===== src/rtl/mmio_pkg.sv =====
// mmio_pkg: register offsets, CTRL layout and default window base shared by the
// mmio_gpio_bridge files.
package mmio_pkg;

    localparam logic [31:0] DEFAULT_BASE = 32'hFFFF_0000;

    localparam logic [3:0] OFF_SWITCH      = 4'h0;
    localparam logic [3:0] OFF_BTN_LEVEL   = 4'h1;
    localparam logic [3:0] OFF_BTN_EVENT   = 4'h2;
    localparam logic [3:0] OFF_LED         = 4'h3;
    localparam logic [3:0] OFF_SEG         = 4'h4;
    localparam logic [3:0] OFF_TCNT        = 4'h5;
    localparam logic [3:0] OFF_TCMP        = 4'h6;
    localparam logic [3:0] OFF_CTRL        = 4'h7;
    localparam logic [3:0] OFF_STATUS      = 4'h8;
    localparam logic [3:0] OFF_BTN_RELEASE = 4'h9;

    localparam int CTRL_TIMER_EN   = 0;
    localparam int CTRL_BTN_IRQ_EN = 1;
    localparam int CTRL_TMR_IRQ_EN = 2;
    localparam int CTRL_AUTORELOAD = 3;

    typedef struct packed {
        logic autoreload;
        logic tmr_irq_en;
        logic btn_irq_en;
        logic timer_en;
    } ctrl_t;

    function automatic ctrl_t ctrl_from_word(input logic [31:0] word);
        ctrl_t c;
        c.timer_en   = word[CTRL_TIMER_EN];
        c.btn_irq_en = word[CTRL_BTN_IRQ_EN];
        c.tmr_irq_en = word[CTRL_TMR_IRQ_EN];
        c.autoreload = word[CTRL_AUTORELOAD];
        return c;
    endfunction

endpackage


===== src/rtl/mmio_gpio_bridge_edge_capture.sv =====
// edge_capture: per-bit sticky edge flags (rising or falling) with write-1-to-clear;
// an edge arriving in the same cycle as its clear keeps the flag set.
module edge_capture
    import mmio_pkg::*;
#(
    parameter int W    = 5,
    parameter bit RISE = 1'b1
) (
    input  logic         clk,
    input  logic         rst,
    input  logic [W-1:0] level,
    input  logic [W-1:0] clr_mask,
    input  logic         clr_en,
    output logic [W-1:0] events
);

    logic [W-1:0] r_prev;
    logic [W-1:0] r_events;
    logic [W-1:0] w_edge;
    logic [W-1:0] w_clr;

    assign w_edge = RISE ? (level & ~r_prev) : (~level & r_prev);
    assign w_clr  = clr_en ? clr_mask : {W{1'b0}};

    // Previous-sample register and sticky flags; OR-ing the edge after the clear gives set-wins.
    always_ff @(posedge clk) begin
        if (rst) begin
            r_prev   <= {W{1'b0}};
            r_events <= {W{1'b0}};
        end else begin
            r_prev   <= level;
            r_events <= (r_events & ~w_clr) | w_edge;
        end
    end

    assign events = r_events;

endmodule


===== src/rtl/mmio_gpio_bridge.sv =====
// mmio_gpio_bridge: CPU MMIO window onto switches, buttons, LEDs, seven-segment and a
// compare timer. Define MMIO_BTN_FALL_EN to add the BTN_RELEASE falling-edge register.
module mmio_gpio_bridge
    import mmio_pkg::*;
#(
    parameter logic [31:0] BASE = DEFAULT_BASE,
    parameter int          NBTN = 5,
    parameter int          NSW  = 16
) (
    input  logic            clk,
    input  logic            rst,
    input  logic [31:0]     addr,
    input  logic [31:0]     wdata,
    input  logic            we,
    input  logic            re,
    output logic [31:0]     rdata,
    output logic            rvalid,
    input  logic [NSW-1:0]  switch,
    input  logic [NBTN-1:0] button,
    output logic [15:0]     led,
    output logic [31:0]     seg_value,
    output logic            irq
);

    logic            w_hit;
    logic [3:0]      w_off;
    logic            w_wr;
    logic            w_rd;
    logic [31:0]     w_rd_mux;
    logic [NBTN-1:0] w_rise_evt;
    logic            w_btn_any;
    logic            w_tmr_hit;
    logic            w_unused;

    logic [31:0] r_rdata;
    logic        r_rvalid;
    logic [15:0] r_led;
    logic [31:0] r_seg;
    logic [31:0] r_tcnt;
    logic [31:0] r_tcmp;
    ctrl_t       r_ctrl;
    logic        r_status;
    logic        r_irq;

    assign w_hit     = (addr[31:6] == BASE[31:6]);
    assign w_off     = addr[5:2];
    assign w_wr      = we & w_hit;
    assign w_rd      = re & w_hit;
    assign w_tmr_hit = r_ctrl.timer_en & (r_tcnt == r_tcmp);
    assign w_unused  = ^addr[1:0];

    edge_capture #(.W(NBTN), .RISE(1'b1)) u_rise (
        .clk      (clk),
        .rst      (rst),
        .level    (button),
        .clr_mask (wdata[NBTN-1:0]),
        .clr_en   (w_wr & (w_off == OFF_BTN_EVENT)),
        .events   (w_rise_evt)
    );

`ifdef MMIO_BTN_FALL_EN
    logic [NBTN-1:0] w_fall_evt;

    edge_capture #(.W(NBTN), .RISE(1'b0)) u_fall (
        .clk      (clk),
        .rst      (rst),
        .level    (button),
        .clr_mask (wdata[NBTN-1:0]),
        .clr_en   (w_wr & (w_off == OFF_BTN_RELEASE)),
        .events   (w_fall_evt)
    );

    assign w_btn_any = (|w_rise_evt) | (|w_fall_evt);
`else
    assign w_btn_any = |w_rise_evt;
`endif

    // Read mux sees pre-write register values, so a same-cycle store does not leak into the load.
    always_comb begin
        w_rd_mux = 32'h0;
        case (w_off)
            OFF_SWITCH:      w_rd_mux = 32'(switch);
            OFF_BTN_LEVEL:   w_rd_mux = 32'(button);
            OFF_BTN_EVENT:   w_rd_mux = 32'(w_rise_evt);
            OFF_LED:         w_rd_mux = {16'h0, r_led};
            OFF_SEG:         w_rd_mux = r_seg;
            OFF_TCNT:        w_rd_mux = r_tcnt;
            OFF_TCMP:        w_rd_mux = r_tcmp;
            OFF_CTRL:        w_rd_mux = {28'h0, r_ctrl};
            OFF_STATUS:      w_rd_mux = {31'h0, r_status};
`ifdef MMIO_BTN_FALL_EN
            OFF_BTN_RELEASE: w_rd_mux = 32'(w_fall_evt);
`endif
            default:         w_rd_mux = 32'h0;
        endcase
    end

    // Load response pipeline: rdata only updates on a valid in-window load.
    always_ff @(posedge clk) begin
        if (rst) begin
            r_rdata  <= 32'h0;
            r_rvalid <= 1'b0;
        end else begin
            r_rvalid <= w_rd;
            if (w_rd) begin
                r_rdata <= w_rd_mux;
            end
        end
    end

    // Plain RW registers.
    always_ff @(posedge clk) begin
        if (rst) begin
            r_led  <= 16'h0;
            r_seg  <= 32'h0;
            r_tcmp <= 32'hFFFF_FFFF;
            r_ctrl <= ctrl_from_word(32'h0);
        end else if (w_wr) begin
            case (w_off)
                OFF_LED:  r_led  <= wdata[15:0];
                OFF_SEG:  r_seg  <= wdata;
                OFF_TCMP: r_tcmp <= wdata;
                OFF_CTRL: r_ctrl <= ctrl_from_word(wdata);
                default:  r_led  <= r_led;
            endcase
        end else begin
            r_led <= r_led;
        end
    end

    // Timer: a CPU write to TCNT overrides counting; a compare hit beats a STATUS clear.
    always_ff @(posedge clk) begin
        if (rst) begin
            r_tcnt   <= 32'h0;
            r_status <= 1'b0;
        end else begin
            if (w_wr && (w_off == OFF_TCNT)) begin
                r_tcnt <= wdata;
            end else if (r_ctrl.timer_en) begin
                r_tcnt <= (w_tmr_hit && r_ctrl.autoreload) ? 32'h0 : r_tcnt + 32'h1;
            end else begin
                r_tcnt <= r_tcnt;
            end

            if (w_tmr_hit) begin
                r_status <= 1'b1;
            end else if (w_wr && (w_off == OFF_STATUS) && wdata[0]) begin
                r_status <= 1'b0;
            end else begin
                r_status <= r_status;
            end
        end
    end

    // Interrupt is a registered OR of the enabled sources.
    always_ff @(posedge clk) begin
        if (rst) begin
            r_irq <= 1'b0;
        end else begin
            r_irq <= (w_btn_any & r_ctrl.btn_irq_en) | (r_status & r_ctrl.tmr_irq_en);
        end
    end

    assign rdata     = r_rdata;
    assign rvalid    = r_rvalid;
    assign led       = r_led;
    assign seg_value = r_seg;
    assign irq       = r_irq;

endmodule


===== config.mk =====
export PLATFORM = sky130hd
export DESIGN_NAME = mmio_gpio_bridge
export DESIGN_NICKNAME = d
export VERILOG_FILES = /design/src/rtl/mmio_pkg.sv /design/src/rtl/mmio_gpio_bridge_edge_capture.sv /design/src/rtl/mmio_gpio_bridge.sv
export SDC_FILE = /design/constraint.sdc
export NUM_CORES = 1
export LEC_CHECK = 0
export CAP_MARGIN = 20
export CORE_MARGIN = 2
export CORE_UTILIZATION = 47
export DETAILED_ROUTE_END_ITERATION = 7
export PLACE_DENSITY = 0.87
export SYNTH_ARGS = -nofsm -noshare
export SYNTH_HDL_FRONTEND = slang
export SYNTH_SLANG_ARGS = --single-unit

===== constraint.sdc =====
create_clock -name clk -period 2.2 [get_ports clk]
set_input_delay 0.22 -clock clk [delete_from_list [all_inputs] [get_ports clk]]
set_output_delay 0.22 -clock clk [all_outputs]
set_load 0.02 [all_outputs]

==> flow_metrics.env <==
export IMPL_status="complete, but fails checks"
export IMPL_violations="setup timing"
export IMPL_vias=9611
export IMPL_ys_seq_area_share_pct=39.81
export IMPL_cp_data_required_time_ns=2.54
export IMPL_tightestPinTransition_ns=0.5729
export IMPL_synth_area_leaders="dfxtp_1, a21oi_1, nor2_1"
export IMPL_cts_tree="built"
export IMPL_arrival_ns=2.67
export IMPL_synth_cell_types=52
export IMPL_critical_path_startpoint="r_tcnt[28]"
export IMPL_p_per_area_nw_per_um2=551.4
export IMPL_antenna_cells=0
export IMPL_use_met2_pct=57.22
export IMPL_grt_pass1_vias=9199
export IMPL_initial_core_util_pct=48.47
export IMPL_finClkSkew_ns=0.009592
export IMPL_synth_top_family_by_area="simple AND/OR/NAND/NOR gates"
export IMPL_setup_viol=24
export IMPL_top_usage_layer="met2"
export IMPL_synth_simple_gate_area_share_pct=27.28
export IMPL_grt_max_degree=71
export IMPL_clkTransAtPathRegs_ns=0.07
export IMPL_core_um2=16700
export IMPL_synth_ff_type="dfxtp_1"
export IMPL_cts_buffers=17
export IMPL_layout_nets=1343
export IMPL_grt_ovfl_total=0
export IMPL_synth_top_cell_by_area="dfxtp_1"
export IMPL_ir_worst_vdd_mv=0.5280
export IMPL_synth_top_area_share_pct=39.81
export IMPL_fmax_mhz=428.6
export IMPL_synthMuxAreaShare_pct=4.312
export IMPL_grt_pass1_wl_mm=48.58
export IMPL_ff2ff_path_depth=10
export IMPL_place_inst=1448
export IMPL_r2r_end="r_tcnt[13]"
export IMPL_clk_latency_ns=0.44
export IMPL_grtUsageTotal_pct=34.13
export IMPL_rr_startpoint="r_tcnt[28]"
export IMPL_synth_warnings=0
export IMPL_synth_compound_area_share_pct=19.57
export IMPL_postLayoutCoreUtil_pct=71.63
export IMPL_rows=47
export IMPL_synth_area_um2=8095
export IMPL_gp_congestion=0.9956
export IMPL_dieArea_um2=18290
export IMPL_avgSynthCellArea_um2=7.913
export IMPL_dpl_hpwl_mm=21.12
export IMPL_cellLeakagePower_nw=4.370
export IMPL_min_from="rst"
export IMPL_fp_dieW_um=135.2
export IMPL_period_needed_ns=2.333
export IMPL_worst_slack_ns=-0.1330
export IMPL_pre_cts_slack_ns=-0.3082
export IMPL_ant_nets=0
export IMPL_h_tree_depth=4
export IMPL_die_y_um=135.2
export IMPL_cp_max_fo=15
export IMPL_hold_viol=0
export IMPL_post_route_drc_count=0
export IMPL_root_buffer="clkbuf_16"
export IMPL_hold_path_class="in2reg"
export IMPL_ys_ff_latch=161
export IMPL_grt_use_met1_pct=40.23
export IMPL_synth_xor_area_share_pct=3.679
export IMPL_drive_gt1_share_pct=20.38
export IMPL_max_slew_margin_pct=61.72
export IMPL_routed_wl_mm=32.27
export IMPL_area_delta_synth_final_pct=47.77
export IMPL_syn_nets=1113
export IMPL_post_route_period_util_pct=106.0
export IMPL_crit_path_end="r_tcnt[13]"
export IMPL_fin_cells=1486
export IMPL_synthCells=1023
export IMPL_synthAdderAreaFrac_pct=0.1546
export IMPL_crit_type="reg2reg"
export IMPL_wl_per_cell_um=21.72
export IMPL_rsz0062_at_grt="yes"
export IMPL_ios=171
export IMPL_met3_usage_pct=7.146
export IMPL_maxCapViolCount=0
export IMPL_vias_per_cell=6.468
export IMPL_tns_ns=-1.504
export IMPL_end_kind="register"
export IMPL_antenna_found_initial=0
export IMPL_numPortBuffers=168
export IMPL_ys_async_sr_fraction_pct=0
export IMPL_synth_edf_count=0
export IMPL_n_fill_cell=1194
export IMPL_drt_first_pass_iters=8
export IMPL_drtIter0Drc=1264
export IMPL_clockBufferDepth=2
export IMPL_critPathLaunchType="register"
export IMPL_maxSlewViolCount=0
export IMPL_r2r_setup_slack_ns=-0.13
export IMPL_cts_sinks=161
## worst max-delay path, cell delays in order, from the launching register on
cell      delay [ns]
dfxtp_1         0.41
xor2_2          0.19
nor4_2          0.08
buf_4           0.14
nand4_1         0.16
nor4_4          0.05
buf_6           0.14
nor2_4          0.47
buf_4           0.22
nand3b_1        0.07
a311oi_1        0.29
## state kept, by name, indices dropped and copies added (netlist names)
| signal | count |
|---|---|
| irq | 1 |
| led | 16 |
| r_ctrl | 4 |
| r_status | 1 |
| r_tcmp | 32 |
| r_tcnt | 32 |
| rdata | 32 |
| rvalid | 1 |
| seg_value | 32 |
| u_rise.events | 5 |
| u_rise.r_prev | 5 |
## power breakdown
group | switching [mW] | total, mW | internal [mW]
registers | 0.00832 | 2.93 | 2.92
clock network | 1.26 | 3.19 | 1.93
logic | 0.260 | 0.478 | 0.218
total | 1.52 | 6.60 | 5.07
## stage by stage
step	area, µm²	total power [mW]	hold WS, ns
4_1_cts	11720	6.565	0.2415
3_5_place_dp	10780	3.451	0.4528
6_report	11960	6.597	0.2717
5_1_grt	11960	6.735	0.2731
3_3_place_gp	10780	3.446	0.4387
2_1_floorplan	8095	3.160	0.3482
## layout make-up
cell class / count / area [µm²] / share of cell area [%]
multi-input combinational: 756 / 4877 / 40.77
timing repair buffer: 298 / 2845 / 23.78
tap: 220 / 275.3 / 2.301
clock buffer: 20 / 446.7 / 3.734
clock inverter: 12 / 181.4 / 1.517
inverter: 19 / 73.82 / 0.6171
sequential: 161 / 3263 / 27.28
## synthesized netlist by cell type, types with 4 or more instances
cell type and n:
dfxtp_1 161, a21oi_1 107, nor2_1 106, nand2_1 97, nand3_1 72, clkbuf_1 67, nor3_1 50, a22oi_1 37
and3_1 37, a211o_1 32, mux2i_1 27, o21ai_0 24, xor2_1 24, inv_1 18, nor2b_1 18, a221oi_1 15
buf_2 15, nand4_1 14, nand2b_1 11, a311oi_1 10, xnor2_1 10, nor4_1 9, mux2_2 5, or4_1 5
buf_1 4, or3_1 4
## metal layers
layer,vias up,part of all wire (%)
met1,4521,35
met2,787,48
met5,-,0
met3,163,11
li1,4140,-
met4,0,6.9
## how the worst min path moves through the flow
stage / to / slack, ns / cells after the start
after floorplan: u_rise.r_prev[0] / 0.35 / 1
after global placement: rdata[3] / 0.44 / 2
after detailed placement: rdata[3] / 0.45 / 2
after CTS: rdata[24] / 0.24 / 2
after global routing: rdata[24] / 0.27 / 2
final: rdata[21] / 0.27 / 2
## what timing repair did
| action | in CTS | in global routing |
|---|---|---|
| setup endpoints to repair | 26 | 37 |
| resized for setup | 66 | 52 |
| setup buffers | 4 | 1 |
| pin swaps | 27 | 31 |
| hold buffers | 0 | 0 |
| cloned | 2 | 0 |
## cells in the final DEF, fill, tap and decap left out, types with 8 or more instances in the layout
cell / instances
a221oi_2: 10
buf_12: 11
mux2i_1: 27
and3_1: 37
nor2b_1: 18
nor3_1: 39
nor2_1: 104
a22oi_1: 37
nand4_1: 14
clkbuf_16: 17
o21ai_0: 18
buf_6: 8
xor2_1: 17
nand3_1: 69
inv_1: 17
nand2b_1: 10
clkdlybuf4s50_1: 166
a21oi_1: 103
dfxtp_1: 139
a311oi_1: 9
dfxtp_2: 17
nand2_1: 97
buf_4: 110
a211o_1: 32
xnor2_1: 10
## kinds of logic (layout without fill, tap and decap cells)
kind of cell,count (synthesis),after routing
compound gates,243,243
xor+xnor,34,34
fa+ha+maj,1,1
buf+inv,106,349
flops,161,161
mux,33,33
simple gates,445,445
Note: power is estimated with default switching activity, not from simulation.
